<file path="src/rtl/turn_banner_writer.sv">
// Copies the side-to-play bitmap (or zeros) into the banner RAM,
// starting on the rising edge of vertical blank.
module turn_banner_writer #(
  parameter int BANNER_W = 80,
  parameter int BANNER_H = 45,
  parameter int DEPTH    = BANNER_W * BANNER_H,
  parameter int ADDR_W   = 12,
  parameter int PIX_W    = 2,
  parameter int VBLANK_Y = 480
) (
  input  logic              vga_clk,
  input  logic              reset_n,
  input  logic [9:0]        DrawY,
  input  logic              req,
  input  logic              req_turn,
  input  logic              req_clear,
  output logic              busy,
  output logic              done,
  output logic              src_sel,
  output logic              src_rd_en,
  output logic [ADDR_W-1:0] src_addr,
  input  logic [PIX_W-1:0]  src_data,
  output logic              wr_en,
  output logic [ADDR_W-1:0] wr_addr,
  output logic [PIX_W-1:0]  wr_data
);

  typedef enum logic [1:0] {
    IDLE,
    WAIT_VBL,
    COPY,
    DRAIN
  } state_e;

  localparam logic [ADDR_W-1:0] LAST  = ADDR_W'(DEPTH - 1);
  localparam logic [9:0]        VBL_Y = 10'(VBLANK_Y);

  state_e            state_q, state_d;
  logic [ADDR_W-1:0] cnt_q, cnt_d;
  logic              sel_q, sel_d;
  logic              clr_q, clr_d;
  logic              pend_q, pend_d;
  logic              psel_q, psel_d;
  logic              pclr_q, pclr_d;
  logic              busy_q, busy_d;
  logic              done_q, done_d;
  logic              vbl_q;
  logic              v1_q, v1_d;
  logic [ADDR_W-1:0] a1_q, a1_d;
  logic              wr_en_q, wr_en_d;
  logic [ADDR_W-1:0] wr_addr_q, wr_addr_d;
  logic [PIX_W-1:0]  wr_data_q, wr_data_d;
  logic              vblank;
  logic              vblank_rise;

  assign vblank      = (DrawY >= VBL_Y);
  assign vblank_rise = vblank & ~vbl_q;

  assign src_rd_en = (state_q == COPY);
  assign src_addr  = src_rd_en ? cnt_q : '0;
  assign src_sel   = sel_q;
  // a request landing on the done cycle keeps busy continuous
  assign busy      = busy_q | (done_q & req);
  assign done      = done_q;
  assign wr_en     = wr_en_q;
  assign wr_addr   = wr_addr_q;
  assign wr_data   = wr_data_q;

  always_comb begin
    state_d = state_q;
    cnt_d   = cnt_q;
    sel_d   = sel_q;
    clr_d   = clr_q;
    pend_d  = pend_q;
    psel_d  = psel_q;
    pclr_d  = pclr_q;
    busy_d  = busy_q;
    done_d  = 1'b0;
    if (req && state_q != IDLE) begin
      pend_d = 1'b1;
      psel_d = req_turn;
      pclr_d = req_clear;
    end
    unique case (state_q)
      IDLE: begin
        if (req) begin
          state_d = WAIT_VBL;
          sel_d   = req_turn;
          clr_d   = req_clear;
          busy_d  = 1'b1;
        end
      end
      WAIT_VBL: begin
        if (vblank_rise) begin
          state_d = COPY;
          cnt_d   = '0;
        end
      end
      COPY: begin
        cnt_d = cnt_q + 1'b1;
        if (cnt_q == LAST) begin
          state_d = DRAIN;
          cnt_d   = '0;
        end
      end
      DRAIN: begin
        if (done_q) begin
          if (pend_d) begin
            state_d = WAIT_VBL;
            sel_d   = psel_d;
            clr_d   = pclr_d;
            pend_d  = 1'b0;
            busy_d  = 1'b1;
          end else begin
            state_d = IDLE;
            busy_d  = 1'b0;
          end
        end else if (!v1_q && wr_en_q) begin
          done_d = 1'b1;
          busy_d = pend_d;
        end
      end
      default: state_d = IDLE;
    endcase
  end

  always_comb begin
    v1_d      = src_rd_en;
    a1_d      = src_addr;
    wr_en_d   = v1_q;
    wr_addr_d = wr_addr_q;
    wr_data_d = wr_data_q;
    if (v1_q) begin
      wr_addr_d = a1_q;
      wr_data_d = clr_q ? '0 : src_data;
    end
  end

  always_ff @(posedge vga_clk or negedge reset_n) begin
    if (!reset_n) begin
      state_q   <= IDLE;
      cnt_q     <= '0;
      sel_q     <= 1'b0;
      clr_q     <= 1'b0;
      pend_q    <= 1'b0;
      psel_q    <= 1'b0;
      pclr_q    <= 1'b0;
      busy_q    <= 1'b0;
      done_q    <= 1'b0;
      vbl_q     <= 1'b0;
      v1_q      <= 1'b0;
      a1_q      <= '0;
      wr_en_q   <= 1'b0;
      wr_addr_q <= '0;
      wr_data_q <= '0;
    end else begin
      state_q   <= state_d;
      cnt_q     <= cnt_d;
      sel_q     <= sel_d;
      clr_q     <= clr_d;
      pend_q    <= pend_d;
      psel_q    <= psel_d;
      pclr_q    <= pclr_d;
      busy_q    <= busy_d;
      done_q    <= done_d;
      vbl_q     <= vblank;
      v1_q      <= v1_d;
      a1_q      <= a1_d;
      wr_en_q   <= wr_en_d;
      wr_addr_q <= wr_addr_d;
      wr_data_q <= wr_data_d;
    end
  end

endmodule

</file>
<file path="config.mk">
export PLATFORM = sky130hd
export DESIGN_NAME = turn_banner_writer
export DESIGN_NICKNAME = d
export VERILOG_FILES = /design/src/rtl/turn_banner_writer.sv
export SDC_FILE = /design/constraint.sdc
export NUM_CORES = 1
export LEC_CHECK = 0
export BUFFER_PORTS_ARGS = -buffer_cell sky130_fd_sc_hd__buf_2
export CAP_MARGIN = 20
export CORE_MARGIN = 4
export CORE_UTILIZATION = 58
export DETAILED_ROUTE_END_ITERATION = 6
export PLACE_DENSITY = 0.89
export REMOVE_ABC_BUFFERS = 1
export SETUP_SLACK_MARGIN = 0.5
export SLEW_MARGIN = 30
export SYNTH_ARGS = -nofsm -noshare
export SYNTH_HDL_FRONTEND = slang
export SYNTH_SLANG_ARGS = --single-unit
</file>
<file path="constraint.sdc">
create_clock -name vga_clk -period 3.89 [get_ports vga_clk]
set_input_delay 0 -clock vga_clk [delete_from_list [all_inputs] [get_ports vga_clk]]
set_output_delay 0 -clock vga_clk [all_outputs]
set_load 0.03 [all_outputs]
</file>
==> results by group <==
STA
  – Max Freq: 422 MHz
  – Final setup vio count: 0
  – Min Tclk post-route: 2.37 ns
  – Final-report max-slew violation count: 0
  – Worst slew pin tran: 0.751 ns
  – Worst Clk Skew: 0.00378 ns
  – Final setup TNS: 0 ns
  – Max-slew headroom: 0.499
  – Final critical-path share of the clock period: 0.609
  – Worst hold slack: 0.0723 ns
  – RSZ-0062 raised after global routing: false
  – Final Hold Vio Count: 0

Synth
  – Yosys reg bits: 50
  – Top cell type's share of synthesized area: 0.543
  – Synth warn: 0
  – Syn Area/Cell: 11.9 sq um
  – Number of synthesized flops with an enable pin: 0
  – Seq/Total Area, Yosys: 0.543
  – Mapped Area: 2300 sq um
  – Top FF cell, synth: dfrtp_1
  – Synth area leader: dfrtp_1
  – Post-Syn Instances: 194
  – Top cells by area, synth: dfrtp_1 (54%), mux2_2 (7.8%), and2_1 (3.3%)
  – Ys async rst share: 1.00
  – Netlist cell types: 48

Clock tree
  – Worst skew pair latency: 0.29 ns
  – Number of CTS-inserted buffers: 5
  – Cts hold-fix bufs: 7
  – Clk sink count: 50
  – CTS tree: built
  – Clock transition at path regs: 0.09 ns
  – Resized Gates After CTS: 0
  – CTS Buffer Depth: 2
  – Post-CTS setup buffers: 0
  – H-tree depth: 2
  – Clock Root Buffer: clkbuf_8

Route
  – Via count: 1707
  – First-pass DRT Iterations: 4
  – Drc violations: 0
  – Drt total wl: 4660 um
  – WL/cell: 16.0 um
  – Number of DRC markers in iteration 0: 99
  – Final ANT Viol Nets: 0
  – Vias per cell: 5.85

Job
  – Max cap viols: 0

Finish
  – Antenna diodes: 0
  – Share of cells above drive strength 1: 0.311
  – Area Overhead vs Synth: 18.1%
  – Nets: 266

Die
  – Full die area: 5040 sq um
  – Initial core utilization: 0.615
  – Boundary pin count: 48
  – Die height: 71.0 um
  – Die extent in x: 71.0 um
  – Core box area: 3740 sq um
  – Rows: 22

Setup path
  – Critical-path cell list: inv_1 > ha_1 > o31ai_4 > or4_2 > o211ai_1
  – Crit start category: register
  – Largest fanout on the critical path: 20
  – Worst Path Required: 4.10 ns
  – Crit-path slowest cell: or4_2
  – CP peak stage delay: 0.67 ns
  – Critical path type: reg2reg
  – CP arrival: 2.58 ns
  – Setup crit end kind: register

Global routing
  – GRT Overall Usage: 0.196
  – Largest net degree at the start of global routing: 51
  – Vias in the first global route: 1694
  – Met3 Use GR: 0.0341
  – Met2 GRT Util: 0.318
  – First-pass GRT wire length: 7870 um
  – Antenna violations before repair: 0
  – Total congestion overflow: 0
  – GRT met1 Usage: 0.252
  – Layer with the highest usage: met2

Power
  – Int Power: 1120 uW
  – PD cells: 671 nW/um^2
  – Combinational share of power: 0.390
  – Pleak: 0.00135 uW
  – Seq pwr share: 0.415
  – Sw Share: 0.385
  – Peak supply drop: 414 uV
  – Clock Power Share: 0.194
  – Switching power: 702 uW

Placed design
  – Port-buffer cells: 42
  – Final HPWL DP: 3250 um
  – Routability cong.: 0.868

Hold path
  – Tightest Hold Check Type: in2reg

Outcome
  – Status: completed
==> per-stage QoR <==
step | total power [uW] | worst slack [ns] | area (sq um) | instances | utilization
2_1_floorplan | 1270 | 1.72 | 2270 | 187 | -
3_3_place_gp | 1430 | 1.60 | 2540 | 277 | 0.678
3_5_place_dp | 1470 | 1.55 | 2540 | 277 | 0.678
4_1_cts | 1830 | 1.53 | 2720 | 292 | 0.727
5_1_grt | 1930 | 1.38 | 2720 | 292 | 0.727
6_report | 1820 | 1.52 | 2720 | 292 | 0.727
==> metal layers <==
layer | up-vias | part of all wire
li1 | 800 | -
met1 | 829 | 0.41
met2 | 64 | 0.51
met3 | 14 | 0.052
met4 | 0 | 0.030
met5 | - | 0
==> cell usage after synthesis, types with 2 or more instances <==
cell type  instances
nor3_1             5
ha_1               6
clkbuf_1           3
a21o_1             3
a22o_1             5
nand4_1            2
inv_1             10
or2b_2             2
and2_1            12
nand2_1            6
nor2_1             7
dfrtp_1           50
o31ai_1            2
nor2b_1            6
mux2_2            16
nor4_1             2
mux2i_1            5
o21ai_0           10
o211ai_1           2
a21oi_1            4
nand3_1            7
a31o_2             2
clkbuf_2           2
==> state kept, by name, summed over array words and instances (netlist names), 2 cells and up <==
signal and count:
state_q 2, a1_q 12, wr_data 2, cnt_q 12, wr_addr 12
==> worst max-delay path, delay by kind of cell, from the launching register on <==
family	cells	cell delay, ns
compound gates	2	0.41
buf+inv	1	0.14
flops	1	0.43
fa+ha+maj	1	0.62
simple gates	1	0.67
==> power by group through the flow <==
stage,Combinational [uW],Clock (uW),Sequential [uW]
global placement,678,0,750
global route,777,380,777
detailed placement,706,0,764
CTS,715,361,755
floorplan,465,0,805
finish,712,354,758
==> cell usage in the layout (no fill, tap or decap), types with 2 or more instances in the layout <==
cell	instances
a31o_2	2
inv_1	10
ha_1	6
nor2b_1	6
dfrtp_1	50
mux2i_1	5
nor4_1	2
buf_2	41
clkbuf_8	5
nor2_1	7
nand2_1	6
o211ai_1	2
a22o_1	5
a21o_1	3
a21oi_1	4
and2_1	12
dlygate4sd3_1	7
mux2_2	16
nand4_1	2
o21ai_0	10
nand3_1	7
nor3_1	5
o31ai_1	2
or2b_2	2
==> logic make-up after synthesis <==
| group | after synthesis | share of synthesized area |
|---|---|---|
| AO/OA/AOI/OAI | 40 | 0.130 |
| adder cells (fa/ha/maj) | 6 | 0.0326 |
| buffers and inverters | 17 | 0.0320 |
| flip-flops | 50 | 0.543 |
| multiplexers | 22 | 0.106 |
| AND/OR/NAND/NOR | 59 | 0.156 |
==> worst paths after layout <==
path	start	to	slack (ns)	cells past startpoint
max in group asynchronous	reset_n	a1_q[2]$_DFF_PN0_	3.22	2
max reg2reg	state_q[0]$_DFFE_PN0P_	cnt_q[5]$_DFFE_PN0P_	1.52	5
min reg2reg	a1_q[6]$_DFF_PN0_	wr_addr[6]$_DFFE_PN0P_	0.49	1
min	DrawY[8]	vbl_q$_DFF_PN0_	0.07	3
max	state_q[0]$_DFFE_PN0P_	cnt_q[5]$_DFFE_PN0P_	1.52	5
min in group asynchronous	reset_n	wr_addr[9]$_DFFE_PN0P_	0.26	2
==> area by class of cell <==
| type | instances | area [sq um] |
|---|---|---|
| clock inverter | 2 | 37.5 |
| tap | 48 | 60.1 |
| sequential | 50 | 1250 |
| fill | 255 | 1020 |
| clock buffer | 6 | 72.6 |
| inverter | 10 | 37.5 |
| timing repair buffer | 49 | 283 |
| multi-input combinational | 127 | 978 |
No activity file was read; power rests on OpenSTA's default activity.
